File: src/rtl/pattern_matcher.sv
// pattern_matcher: compares each frame byte against a masked pattern word
// fetched from the pattern memory. It reports one pass/fail result per
// enabled frame, two cycles after the frame's last byte is accepted.
module pattern_matcher (
  input  logic        clk,
  input  logic        rst,
  input  logic        enable,
  input  logic [7:0]  s_frame_data,
  input  logic        s_frame_valid,
  input  logic        s_frame_last,
  output logic [10:0] mem_addr,
  input  logic [31:0] mem_data,
  output logic        match_valid,
  output logic        match_result,
  output logic [10:0] match_offset
);

  localparam logic [10:0] IDX_MAX = 11'h7FF;

  typedef enum logic [2:0] {IDLE, CMP, PASS, FAIL, SKIP} state_t;

  // Byte counter; it is also the memory read address of the next expected byte.
  logic [10:0] idx_q, idx_d;

  // Input stage: this byte lines up with mem_data one cycle after acceptance.
  logic        vld_q, last_q, en_q;
  logic [7:0]  data_q;
  logic [10:0] bidx_q;

  // FSM state, the captured fail offset, and the one-deep result stage.
  state_t      state_q;
  logic        res_q;
  logic [10:0] off_q;
  logic        emit_q, eres_q;
  logic [10:0] eoff_q;

  // Output registers.
  logic        match_valid_q, match_result_q;
  logic [10:0] match_offset_q;

  // Compare outcome for the staged byte.
  logic        mism, endm;
  logic [10:0] count;
  state_t      cmp_next;
  logic        cmp_emit, cmp_res;
  logic [10:0] cmp_off;

  // Bits [31:17] of the pattern word carry no meaning here.
  logic unused_hi;
  assign unused_hi = ^mem_data[31:17];

  assign mem_addr = idx_q;

  // Next index: clear at end of frame, otherwise count up and stick at the top.
  always_comb begin
    idx_d = idx_q;
    if (s_frame_valid) begin
      if (s_frame_last)         idx_d = '0;
      else if (idx_q != IDX_MAX) idx_d = idx_q + 11'd1;
    end
  end

  // Byte counter and input stage registers.
  always_ff @(posedge clk) begin
    if (rst) begin
      idx_q  <= '0;
      vld_q  <= 1'b0;
      last_q <= 1'b0;
      en_q   <= 1'b0;
      data_q <= '0;
      bidx_q <= '0;
    end else begin
      idx_q  <= idx_d;
      vld_q  <= s_frame_valid;
      last_q <= s_frame_valid & s_frame_last;
      en_q   <= enable;
      data_q <= s_frame_data;
      bidx_q <= idx_q;
    end
  end

  assign mism  = ((data_q ^ mem_data[7:0]) & mem_data[15:8]) != 8'h00;
  assign endm  = mem_data[16];
  assign count = (bidx_q == IDX_MAX) ? IDX_MAX : bidx_q + 11'd1;

  // Evaluate the staged byte; the mismatch check takes priority over the end marker.
  always_comb begin
    cmp_next = CMP;
    cmp_emit = 1'b0;
    cmp_res  = 1'b0;
    cmp_off  = bidx_q;
    if (mism) begin
      cmp_next = last_q ? IDLE : FAIL;
      cmp_emit = last_q;
    end else if (endm) begin
      cmp_next = last_q ? IDLE : PASS;
      cmp_emit = last_q;
      cmp_res  = 1'b1;
      cmp_off  = '0;
    end else if (last_q) begin
      cmp_next = IDLE;
      cmp_emit = 1'b1;
      cmp_off  = count;
    end else if (bidx_q == IDX_MAX) begin
      cmp_next = FAIL;
    end
  end

  // Frame FSM. It advances only on staged bytes and queues one result per enabled frame.
  always_ff @(posedge clk) begin
    if (rst) begin
      state_q <= IDLE;
      res_q   <= 1'b0;
      off_q   <= '0;
      emit_q  <= 1'b0;
      eres_q  <= 1'b0;
      eoff_q  <= '0;
    end else begin
      emit_q <= 1'b0;
      if (vld_q) begin
        case (state_q)
          IDLE, CMP: begin
            if (state_q == CMP || en_q) begin
              state_q <= cmp_next;
              res_q   <= cmp_res;
              off_q   <= cmp_off;
              if (cmp_emit) begin
                emit_q <= 1'b1;
                eres_q <= cmp_res;
                eoff_q <= cmp_off;
              end
            end else if (!last_q) begin
              state_q <= SKIP;
            end
          end
          PASS, FAIL: begin
            if (last_q) begin
              state_q <= IDLE;
              emit_q  <= 1'b1;
              eres_q  <= res_q;
              eoff_q  <= off_q;
            end
          end
          SKIP:    if (last_q) state_q <= IDLE;
          default: state_q <= IDLE;
        endcase
      end
    end
  end

  // Result outputs; result and offset move only with the pulse.
  always_ff @(posedge clk) begin
    if (rst) begin
      match_valid_q  <= 1'b0;
      match_result_q <= 1'b0;
      match_offset_q <= '0;
    end else begin
      match_valid_q <= emit_q;
      if (emit_q) begin
        match_result_q <= eres_q;
        match_offset_q <= eoff_q;
      end
    end
  end

  assign match_valid  = match_valid_q;
  assign match_result = match_result_q;
  assign match_offset = match_offset_q;

endmodule

File: config.mk
export PLATFORM = sky130hd
export DESIGN_NAME = pattern_matcher
export DESIGN_NICKNAME = d
export VERILOG_FILES = /design/src/rtl/pattern_matcher.sv
export SDC_FILE = /design/constraint.sdc
export NUM_CORES = 1
export LEC_CHECK = 0
export ABC_AREA = 1
export BUFFER_PORTS_ARGS = -buffer_cell sky130_fd_sc_hd__clkbuf_2
export CAP_MARGIN = 25
export CORE_ASPECT_RATIO = 0.9
export CORE_MARGIN = 10
export CORE_UTILIZATION = 45
export CTS_CLUSTER_DIAMETER = 60
export DETAILED_ROUTE_END_ITERATION = 7
export GPL_ROUTABILITY_DRIVEN = 0
export GPL_TIMING_DRIVEN = 0
export PLACE_DENSITY_LB_ADDON = 0.12
export SYNTH_ARGS = -nofsm -noshare
export SYNTH_HDL_FRONTEND = slang
export SYNTH_SLANG_ARGS = --single-unit
File: constraint.sdc
create_clock -name clk -period 4.45 [get_ports clk]
set_input_delay 0.445 -clock clk [delete_from_list [all_inputs] [get_ports clk]]
set_output_delay 0.445 -clock clk [all_outputs]
set_load 0.005 [all_outputs]
Yosys cells after proc, flatten, opt, wreduce, memory -nomap -nowiden
Cells that the tools add are included.
{ "totals": {"register_bits": 74, "elab_cells": 77, "input_bits": 45, "output_inout_bits": 24} }
{ "op_classes": {"n_addsub": 2, "eq_ne": 11, "n_bitwise": 4, "muxes": 32, "reduce_logical": 13} }
{ "op_table": {"columns": ["op", "count"], "rows": [
  ["11-bit two-way mux", 9],
  ["11-bit by 1-bit adder with 11-bit output, second input constant", 2],
  ["11-bit one-hot mux with 2 select lines", 1],
  ["2-bit two-way mux", 6],
  ["11-bit equality test, second input constant", 1],
  ["11-bit inequality test, second input constant", 1],
  ["1-bit two-way mux", 10],
  ["3-bit two-way mux", 3],
  ["8-bit bitwise AND", 1],
  ["8-bit nonzero test", 1],
  ["8-bit bitwise XOR", 1],
  ["3-bit by 2-bit equality test with 1-bit output, second input constant", 2],
  ["2-bit inequality test, second input constant", 3],
  ["3-bit one-hot mux with 2 select lines", 1],
  ["3-bit AND reduction", 2],
  ["2-bit OR reduction", 3],
  ["5-bit AND reduction", 1],
  ["1-bit one-hot mux with 2 select lines", 2],
  ["2-bit nonzero test", 2],
  ["3-bit by 1-bit equality test with 1-bit output, second input constant", 1],
  ["3-bit equality test, second input constant", 1],
  ["3-bit logical NOT", 1],
  ["3-bit inequality test, second input constant", 1],
  ["3-bit OR reduction", 1],
  ["5 further kinds", 5]
]} }

Longest topological paths before layout
Gate-level depths: netlist (run 1).
{ "logic_depth": {"depth_word": 8, "mapped_depth": 12, "ltp_nobuf": 12} }

Worst setup path before layout (run 1)
OpenSTA, ideal clock, no wires.
{ "synth_timing": {"kind": "reg-to-reg", "from": "reg idx_q[0], in the netlist mem_addr[0]", "to": "reg idx_q[7], in the netlist mem_addr[7]", "required_time_ns": 4.381, "period_less_slack_ns": 1.529, "stages_incl_launch_ff": 13, "setup_ns": 0.069, "path_buffers": 1, "path_slack_ns": 2.921, "arrival_ns": 1.461, "cell_sequence": "dfxtp_1 ha_1 nand2_1 inv_1 nand2_2 nor2_2 nand3_2 nand2_2 nand2_4 inv_4 buf_12 nand2_2 a21oi_2"} }
{ "synth_between": {"elab_chain_len": 3, "elab_cells_between_ends": 6, "classes_between": "1 x add/sub; 1 x eq/ne; 2 x mux; 2 x reduce/logical"} }
{ "synth_rtl": {"columns": ["element", "line_no", "rtl"], "rows": [
  ["start, declared", "23", "logic [10:0] idx_q, idx_d;"],
  ["start signal, assigned", "73", "idx_q <= idx_d;"],
  ["11-bit by 1-bit adder with 11-bit output / 11-bit inequality test (equally long branches)", "59", "else if (idx_q != IDX_MAX) idx_d = idx_q + 11'd1;"],
  ["11-bit two-way mux / 2-bit nonzero test (equally long branches)", null, null],
  ["11-bit two-way mux / 2-bit AND reduction (equally long branches)", null, null]
]} }
Several ways; a longest one is shown, not always the timed one. The select of a mux whose other input is x is not followed.
A chain may end at the register's enable or synchronous reset.

Final worst setup path (run 1)
{ "layout_timing": {"from": "reg bidx_q[0]", "to": "reg eoff_q[8]"} }
{ "layout_between": {"elab_chain_len": 8, "elab_cells_between_ends": 9, "classes_between": "1 x add/sub; 1 x eq/ne; 7 x mux"} }
{ "layout_rtl": {"columns": ["element", "line_no", "rtl"], "rows": [
  ["start, declared", "28", "logic [10:0] bidx_q;"],
  ["start signal, assigned", "78", "bidx_q <= idx_q;"],
  ["11-bit by 1-bit adder with 11-bit output / 11-bit equality test (equally long branches)", "84", "assign count = (bidx_q == IDX_MAX) ? IDX_MAX : bidx_q + 11'd1;"],
  ["11-bit two-way mux (*)", "84", null],
  ["11-bit two-way mux (*)", "100", "end else if (last_q) begin"],
  ["11-bit two-way mux (*)", "95", "end else if (endm) begin"],
  ["11-bit two-way mux (*)", "92", "if (mism) begin"],
  ["11-bit two-way mux (*)", "127", "if (cmp_emit) begin"],
  ["11-bit two-way mux (*)", "123", "if (state_q == CMP || en_q) begin"],
  ["11-bit one-hot mux with 2 select lines (*)", "121", "case (state_q)"],
  ["end signal, assigned", "130", "eoff_q <= cmp_off;"],
  ["end signal, assigned", "141", "eoff_q <= off_q;"],
  ["end, declared", "35", "logic [10:0] eoff_q;"]
]} }
Mark *: on every way between the ends. The rest lies on a longest branch, timed or not. The select of a mux whose other input is x is not followed.

==> results of run 1 <==
-- path summary, 6_finish.rpt --
kind	slack, ns	endpoint	startpoint	depth (start not counted)
setup reg to reg	2.58	eoff_q[8]	bidx_q[0]	9
setup / recovery	2.58	eoff_q[8]	bidx_q[0]	9
hold / removal	0.28	data_q[3]	s_frame_data[3]	3
hold reg to reg	0.49	bidx_q[10]	mem_addr[10]	2
-- sequential cells by signal, summed over array words and instances, names as in the netlist --
signal	count
bidx_q	11
eoff_q	11
match_offset	11
mem_addr	11
off_q	11
data_q	8
state_q	3
emit_q	1
en_q	1
eres_q	1
last_q	1
match_result	1
match_valid	1
res_q	1
vld_q	1
-- power by group --
part           internal, W  total [W]  switching [W]
Clock             0.000498   0.000743       0.000245
Combinational    0.0000348  0.0000934      0.0000586
Sequential        0.000676   0.000685     0.00000908
Total              0.00121    0.00152       0.000312
-- kinds of logic (layout without fill, tap and decap cells) --
| family | Yosys count | in the layout | synth area share |
|---|---|---|---|
| compound gates | 82 | 82 | 0.1276 |
| xor+xnor | 5 | 5 | 0.01272 |
| fa+ha+maj | 2 | 2 | 0.007269 |
| buf+inv | 90 | 157 | 0.1072 |
| flops | 74 | 74 | 0.4304 |
| simple gates | 259 | 259 | 0.3148 |
-- worst max-delay path: stages (launching register included) --
cell     delay [ns]
dfxtp_1        0.44
ha_1           0.23
nand3_1        0.11
nor2_1         0.22
nand4_2        0.27
nand3_1        0.17
nand2_1        0.06
nand2_1        0.12
nand2_1        0.07
a21oi_1        0.11
-- cell usage after synthesis (2+ instances only) --
library cell | count | area, sq um
nand2_1 | 114 | 427.9
nor2_1 | 90 | 337.8
dfxtp_1 | 74 | 1481
inv_1 | 69 | 259.0
o21ai_0 | 42 | 210.2
a21oi_1 | 31 | 155.2
nand3_1 | 26 | 130.1
clkbuf_1 | 11 | 41.29
nand4_1 | 8 | 50.05
nor3_1 | 7 | 35.03
nand2_2 | 6 | 37.54
a21oi_2 | 5 | 43.79
buf_2 | 4 | 20.02
xor2_1 | 4 | 35.03
nor2_2 | 3 | 18.77
buf_1 | 2 | 7.510
buf_4 | 2 | 15.01
ha_1 | 2 | 25.02
or2_2 | 2 | 12.51
-- area by class of cell --
type / instances / area share
Buffer: 20 / 0.02527
Sequential cell: 74 / 0.3604
Clock buffer: 10 / 0.03349
Tap cell: 96 / 0.02922
Clock inverter: 5 / 0.03653
Multi-Input combinational cell: 348 / 0.3872
Timing Repair Buffer: 52 / 0.06332
Inverter: 70 / 0.06454
-- through the flow --
step / std cells / hold WS (ns)
after floorplan: 512 / 0.4495
after global placement: 660 / 0.4711
after detailed placement: 660 / 0.4704
after CTS: 675 / 0.2627
after global routing: 675 / 0.2836
final: 675 / 0.2828
-- cells in the final DEF, fill, tap and decap left out, types with 6 or more instances in the layout --
cell type  synthesis  layout
nor2_1            90      90
nand2_1          114     114
clkbuf_8           0      10
a21oi_1           31      31
nand2_2            6       6
dfxtp_1           74      74
nor3_1             7       7
nand4_1            8       8
o21ai_0           42      42
clkbuf_2           0      52
clkbuf_1          11      11
nand3_1           26      26
inv_1             69      69
-- layer usage --
metal,share of wire,up-vias
met5,0,-
met4,0.012,0
met3,0.055,12
met2,0.45,68
met1,0.49,1447
li1,-,1730
==> impl_results.md, run 1 <==
- Drt wl/cell: 12.53 microns
- Worst slew pin tran: 0.6814 ns
- WP data arrival: 2.16 ns
- Inserted Diodes: 0
- EDFF count, synth: 0
- First-pass GRT wire length: 14,430 microns
- Met3 Use GR: 0.04887
- Tot Pwr: 0.001521 W
- Post-route cell area: 0.004110 sq mm
- Dpl hpwl: 6465 microns
- Die ar.: 0.01155 sq mm
- Netlist Area Pre-Place: 0.003442 sq mm
- WP data required: 4.74 ns
- Routing usage on met2: 0.2372
- Endpoints failing setup: 0
- Setup WS pre-CTS: 2.612 ns
- Max Slew Vio Count: 0
- Gr usage total: 0.1510
- Initial Util: 0.4585
- Setup repair bufs after CTS: 0
- Pwr Density: 370.2 mW/mm^2
- Fmax: 0.5337 GHz
- # fillers: 750
- Clock transition at path regs: 0.08 ns
- Worst skew pair latency: 0.35 ns
- Sequential share of the synthesized area: 0.4304
- Area Growth Syn to Fin: 19.41%
- CTS Buf Count: 9
- Std-Cell Rows: 30
- Layout cells sized above 1: 0.1641
- Final WS setup: 2.576 ns
- I/O pin total: 69
- Post-CTS resize count: 0
- Initial DRC count: 142
- Clk buf depth: 2
- Startpoint Class: flop
- Global routing usage on met1: 0.1921
- Worst min path class: input pin to flop
- Fin. Hold Viols: 0
- # H-tree levels: 3
- Post-synth cell types: 29
- Leak: 2.051 nW
- Die W: 112.2 microns
- Area after DPL: 0.003822 sq mm
- Worst-path maximum fanout: 9
- Nets: 622
- MaxCap Viol Count: 0
- Buffers on Ports: 52
- Antenna-violating nets left: 0
- Slew headroom: 0.5458
- CTS tree: built
- # DRC: 0
- CTS Sinks: 74
- Vias/cell: 4.825
- Syn Nets: 559
- Cell count after synthesis: 512
- Root Driver: clkbuf_8
- Drt first pass iters: 4
- Critical path type: flop to flop
- Core Region: 0.007507 sq mm
- Kind of end point of the critical path: flop
- RSZ-0062 raised after global routing: no
- Fin Setup TNS: 0 ns
- Fin util: 0.5475
- Fin crit share: 0.4211
- Vias: 3,257
- Largest net degree at the start of global routing: 13
- Synth Area per Inst: 6.723 sq um
- Total wire length: 8460 microns
- GRT overflow: 0
- Cts hold-fix bufs: 0
- Clock skew: 0.01072 ns
- Vias in the first global route: 3,087
- Antenna violations before repair: 0
- Ys async rst share: 0
- Area of the multi-input gates: 0.001592 sq mm
- Die Ht: 103.0 microns
- Post-synthesis register bit count: 74
- Main synth FF type: dfxtp_1
- YS warnings: 0
- Area occupied by registers: 0.001481 sq mm
- Final min period: 1.874 ns
- Busiest grt layer: met2
- Status: finished clean
- Worst VDD drop: 0.1784 mV
Power figures use the tool's default switching activity.
==> inputs of run 2 (changes only) <==
Clock period 4.45 ns to 1.57 ns, I/O delays scaled along.
==> impl_results.md, run 2 (synthesized netlist as in run 1, its figures left out) <==
- Fmax: 0.6577 GHz (+23%)
- Vias in the first global route: 3,212 (+4.0%)
- First-pass GRT wire length: 15,010 microns (+4.0%)
- RSZ-0062 raised after global routing: yes
- Drt wl/cell: 13.18 microns (+5.2%)
- Area of the multi-input gates: 0.001775 sq mm (+12%)
- Die ar.: 0.01155 sq mm (unchanged)
- Antenna-violating nets left: 0 (unchanged)
- WP data required: 1.85 ns (-2.89 ns)
- Critical path type: flop to flop
- Area occupied by registers: 0.001508 sq mm (+1.8%)
- Vias: 3,469 (+6.5%)
- # fillers: 689 (-8.1%)
- Post-Layout Cell Count: 701 (+3.9%)
- MaxCap Viol Count: 0 (unchanged)
- Final WS setup: 0.04958 ns (-2.527 ns)
- Fin crit share: 0.9684 (+0.5473)
- Commonest non-fill, non-tap cells in the layout: nand2_1 (104), nor2_1 (82), inv_1 (65)
- Initial Util: 0.4585 (unchanged)
- Kind of end point of the critical path: flop
- CTS tree: built
- Commonest non-fill, non-tap cell in the layout: nand2_1
- Buffers on Ports: 52 (unchanged)
- Area after DPL: 0.003822 sq mm (unchanged)
- Area Growth Syn to Fin: 32.10%
- Fin. Hold Viols: 0 (unchanged)
- I/O pin total: 69 (unchanged)
- Total wire length: 9241 microns (+9.2%)
- Drt first pass iters: 5 (+1)
- Clock transition at path regs: 0.08 ns (about the same)
- Hold_ws: 0.06945 ns (-0.2133 ns)
- Antenna violations before repair: 0 (unchanged)
- Layout cells sized above 1: 0.2678 (+0.1037)
- Largest net degree at the start of global routing: 14 (+1)
- Worst min path class: input pin to flop
- Gr usage total: 0.1568 (+0.005813)
- Root Driver: clkbuf_8
- Max Slew Vio Count: 0 (unchanged)
- Endpoints failing setup: 0 (unchanged)
- Post-route cell area: 0.004547 sq mm (+11%)
- WP data arrival: 1.81 ns (-0.35 ns)
- Core Region: 0.007507 sq mm (unchanged)
- # DRC: 0 (unchanged)
- GRT overflow: 0 (unchanged)
- Placed insts: 660 (unchanged)
- Worst slew pin tran: 0.7300 ns (+0.04862 ns)
- Dpl hpwl: 6465 microns (unchanged)
- Die W: 112.2 microns (unchanged)
- Worst VDD drop: 0.5047 mV (+180%)
- Final min period: 1.520 ns (-0.3534 ns)
- Status: finished clean
- Worst-path maximum fanout: 4 (-5)
- Std-Cell Rows: 30 (unchanged)
- Startpoint Class: flop
- Worst skew pair latency: 0.35 ns (about the same)
- Die Ht: 103.0 microns (unchanged)
- Initial DRC count: 235 (+65%)
- Tot Pwr: 0.004375 W (+190%)
- Slew headroom: 0.5133 (-0.03241)
- CTS Sinks: 74 (unchanged)
- Pwr Density: 962.2 mW/mm^2 (+160%)
- Inserted Diodes: 0 (unchanged)
- Setup WS pre-CTS: -0.2512 ns (-2.863 ns)
- # H-tree levels: 3 (unchanged)
- Leak: 2.256 nW (+10%)
- Clock skew: 0.01128 ns (+0.0005634 ns)
- CTS Buf Count: 9 (unchanged)
- Clk buf depth: 2 (unchanged)
- Vias/cell: 4.949 (+2.6%)
- Nets: 648 (+4.2%)
[run 2: changes by cell type in the layout (fill, tap and decap cells not counted), moves of 7 or more]
cell | previous run | this run
nand2_1 | 114 | 104
dfxtp_1 | 74 | 59
o21ai_0 | 42 | 34
nor2_1 | 90 | 82
dlygate4sd3_1 | 0 | 9
nand2_2 | 6 | 14
o21ai_1 | 0 | 7
buf_4 | 2 | 18
dfxtp_2 | 0 | 12
[run 2: worst max-delay path, cell delays in order (launching register included)]
cell	delay, ns
dfxtp_4	0.39
ha_4	0.15
nand3_4	0.10
nor2_4	0.18
nand2_2	0.10
nand2_2	0.06
inv_1	0.03
o21ai_1	0.11
nand2_1	0.08
nand2_2	0.08
nand2_1	0.07
a21oi_2	0.12
[run 2: per-stage QoR]
| step | setup TNS (ns) | utilization |
|---|---|---|
| after floorplan | 0 | - |
| after global placement | -4.255 | 0.5092 |
| after detailed placement | -5.181 | 0.5092 |
| after CTS | 0 | 0.5788 |
| after global routing | -0.4640 | 0.6057 |
| final | 0 | 0.6057 |
[run 2: power breakdown]
part	internal, W	leakage (nW)	switching [W]
sequential	0.00191	0.609	0.0000272
combinational	0.000136	1.50	0.000192
clock	0.00141	0.143	0.000693
total	0.00346	2.26	0.000913
[run 2: cell type report]
type | instances | area share
Tap cell | 96 | 0.02642
Timing Repair inverter | 1 | 0.001376
Multi-Input combinational cell | 349 | 0.3905
Clock inverter | 5 | 0.03302
Clock buffer | 10 | 0.03027
Timing Repair Buffer | 77 | 0.1043
Sequential cell | 74 | 0.3316
Inverter | 70 | 0.06026
Buffer | 19 | 0.02229
[run 2: final timing paths]
path	slack (ns)	startpoint	depth (start not counted)	endpoint
setup reg to reg	0.05	bidx_q[1]	11	eoff_q[6]
setup / recovery	0.05	bidx_q[1]	11	eoff_q[6]
hold / removal	0.07	s_frame_valid	3	vld_q
hold reg to reg	0.47	mem_addr[4]	2	bidx_q[4]
[run 2: timing repair]
item                                    in CTS  in global routing
gates resized for setup                     28                 57
buffers inserted                             8                  8
endpoints found under the setup margin      33                 36
cloned                                       0                  2
endpoints found under the hold margin        9                  0
pin swaps                                    4                 12
hold buffers                                 9                  0
[run 2: layer usage]
layer,vias to the layer above,share of wire,track usage
li1,1796,-,-
met1,1574,0.46,0.2005
met2,87,0.46,0.2497
met3,12,0.061,0.04596
met4,0,0.014,0.04971
met5,-,0,0
==> inputs of run 3 (changes only) <==
Settings changed: CORE_UTILIZATION 45 to 49.
==> impl_results.md, run 3 (synthesized netlist as in run 1, its figures left out) <==
- Layout cells sized above 1: 0.3021 (+0.03437)
- I/O pin total: 69 (unchanged)
- CTS Buf Count: 9 (unchanged)
- Crit. Startpoint: bidx_q[1]
- Worst slew pin tran: 0.6745 ns (-0.05545 ns)
- Worst hold start: s_frame_valid
- Failing checks: setup timing
- Startpoint Class: flop
- Buffers on Ports: 52 (unchanged)
- Crit-path max cell delay: 0.39 ns (about the same)
- CP dominant cell by count: nand2_1
- Worst R2R Start: bidx_q[1]
- Cell internal pwr: 0.003082 W (-11%)
- Leak: 2.267 nW (+0.51%)
- Commonest non-fill, non-tap cells in the layout: nand2_1 (92), nor2_1 (83), inv_1 (65)
- CTS tree: built
- Antenna violations before repair: 0 (unchanged)
- Vias: 3,541 (+2.1%)
- First-pass GRT wire length: 14,790 microns (-1.4%)
- Kind of end point of the critical path: flop
- GRT overflow: 0 (unchanged)
- Status: finished with violations
- Logic pwr share: 0.086 (+0.011)
- RSZ-0062 raised after global routing: yes
- Final WS setup: -0.03844 ns (-0.08802 ns)
- Met3 Use GR: 0.03806 (-0.007892)
- Die W: 108.3 microns (-3.4%)
- Fin crit share: 1.024 (+0.05606)
- Die ar.: 0.01078 sq mm (-6.7%)
- # DRC: 0 (unchanged)
- Dpl hpwl: 6429 microns (-0.55%)
- Root Driver: clkbuf_8
- P_sw: 0.0009318 W (+2.1%)
- Largest net degree at the start of global routing: 13 (-1)
- Clock skew: 0.01488 ns (+0.003595 ns)
- Slew headroom: 0.5503 (+0.03697)
- Vias/cell: 5.066 (+2.4%)
- MaxCap Viol Count: 0 (unchanged)
- Busiest grt layer: met2
- Fmax: 0.6217 GHz (-5.5%)
- Antenna-violating nets left: 0 (unchanged)
- Worst skew pair latency: 0.35 ns (about the same)
- Critical path type: flop to flop
- Clock transition at path regs: 0.07 ns (about the same)
- Sequential share of power: 0.483 (+0.039)
- Die Ht: 99.51 microns (-3.4%)
- Vias in the first global route: 3,142 (-2.2%)
- Drt wl/cell: 13.75 microns (+4.3%)
- Global routing usage on met1: 0.2137 (+0.01326)
- WP data arrival: 1.89 ns (+0.08 ns)
- Area Growth Syn to Fin: 33.81%
- Nets: 651 (+0.46%)
- Std-Cell Rows: 28 (-6.7%)
- Commonest non-fill, non-tap cell in the layout: nand2_1
- Clk buf depth: 2 (unchanged)
- Core Region: 0.006691 sq mm (-11%)
- CTS Sinks: 74 (unchanged)
- Final min period: 1.608 ns (+0.08802 ns)
- Inserted Diodes: 0 (unchanged)
- Initial DRC count: 192 (-18%)
- Fin. Hold Viols: 0 (unchanged)
- Net Sw Frac: 0.2321 (+0.02356)
- Drt first pass iters: 8 (+3)
- WP data required: 1.85 ns (about the same)
- # H-tree levels: 3 (unchanged)
- Routing usage on met2: 0.2607 (+0.01100)
- Slowest stage cell, crit path: dfxtp_4
- Initial Util: 0.5144 (+0.05590)
- Worst VDD drop: 0.6008 mV (+19%)
- Pwr Density: 871.5 mW/mm^2 (-9.4%)
- Worst-path maximum fanout: 4 (unchanged)
- Total wire length: 9608 microns (+4.0%)
- Fin util: 0.6883 (+0.08263)
- Gr usage total: 0.1672 (+0.01041)
- Worst min path class: input pin to flop
- Setup WS pre-CTS: -0.2757 ns (-0.02452 ns)
- Worst path cell trace: ha_4 -> nand3_4 -> nor2_4 -> nand4_4 -> buf_6 -> o21ai_2 -> nand2_1 -> nand2_1 -> nand2_1 -> a21oi_1
- CP Buf/Inv Count: 1 (unchanged)
- CP delay by family, top: simple AND/OR/NAND/NOR gates
- Clock group share of total power: 0.431 (-0.050)
- Endpoints failing setup: 3 (+3)
- Max Slew Vio Count: 0 (unchanged)
-- run 3: cell types whose count changed in the layout (fill, tap and decap cells not counted), sizes merged --
cell,previous run,this run
buf,25,29
bufinv,5,2
clkbuf,72,75
clkinv,0,1
clkinvlp,1,2
inv,70,69
nand4,10,9
-- run 3: area by class of cell --
cell class                 count  area (sq um)
buffer                        20         122.6
clock buffer                  12         165.2
tap                           90         112.6
inverter                      70         274.0
multi-input combinational    348          1817
fill                         579          2086
sequential                    74          1513
timing repair buffer          81         529.3
clock inverter                 4         72.57
-- run 3: final timing paths --
| kind | cells past startpoint | slack (ns) | endpoint |
|---|---|---|---|
| max | 10 | -0.04 | eoff_q[1] |
| min | 3 | 0.07 | vld_q |
| max reg2reg | 10 | -0.04 | eoff_q[1] |
| min reg2reg | 2 | 0.48 | bidx_q[7] |
-- run 3: what timing repair did --
action	CTS	global route
gates cloned	0	2
endpoints found under the hold margin	9	0
buffers inserted	9	9
gates resized for setup	27	83
hold buffers	9	0
pin swaps	3	28
endpoints found under the setup margin	33	36
-- run 3: power by group through the flow --
| stage | Clock, W | Combinational, W | Sequential (W) |
|---|---|---|---|
| global placement | 0 | 0.000257 | 0.00198 |
| detailed placement | 0 | 0.000266 | 0.00199 |
| floorplan | 0 | 0.000174 | 0.00198 |
| CTS | 0.00174 | 0.000303 | 0.00194 |
| global route | 0.00181 | 0.000387 | 0.00194 |
| finish | 0.00173 | 0.000344 | 0.00194 |
-- run 3: worst min-delay path, cell delays in order --
cell,delay (ns)
clkbuf_2,0.12
inv_1,0.06
nor2_1,0.04
-- run 3: through the flow --
stage,hold WS [ns],power [W],cell area (sq um),std cells,setup TNS (ns)
finish,0.07332,0.004014,4606,699,-0.06022
global route,0.07973,0.004146,4606,699,-1.066
CTS,0.06213,0.003984,4294,688,0
detailed placement,0.3530,0.002252,3815,654,-4.566
global placement,0.3499,0.002241,3815,654,-3.864
floorplan,0.2640,0.002153,3442,512,0
-- run 3: per-layer routing --
layer	routed length, microns	vias to the layer above	share of wire
met1	4389	1636	0.46
met2	4539	96	0.47
met5	0	-	0
li1	-	1790	-
met3	441	19	0.046
met4	238	0	0.025
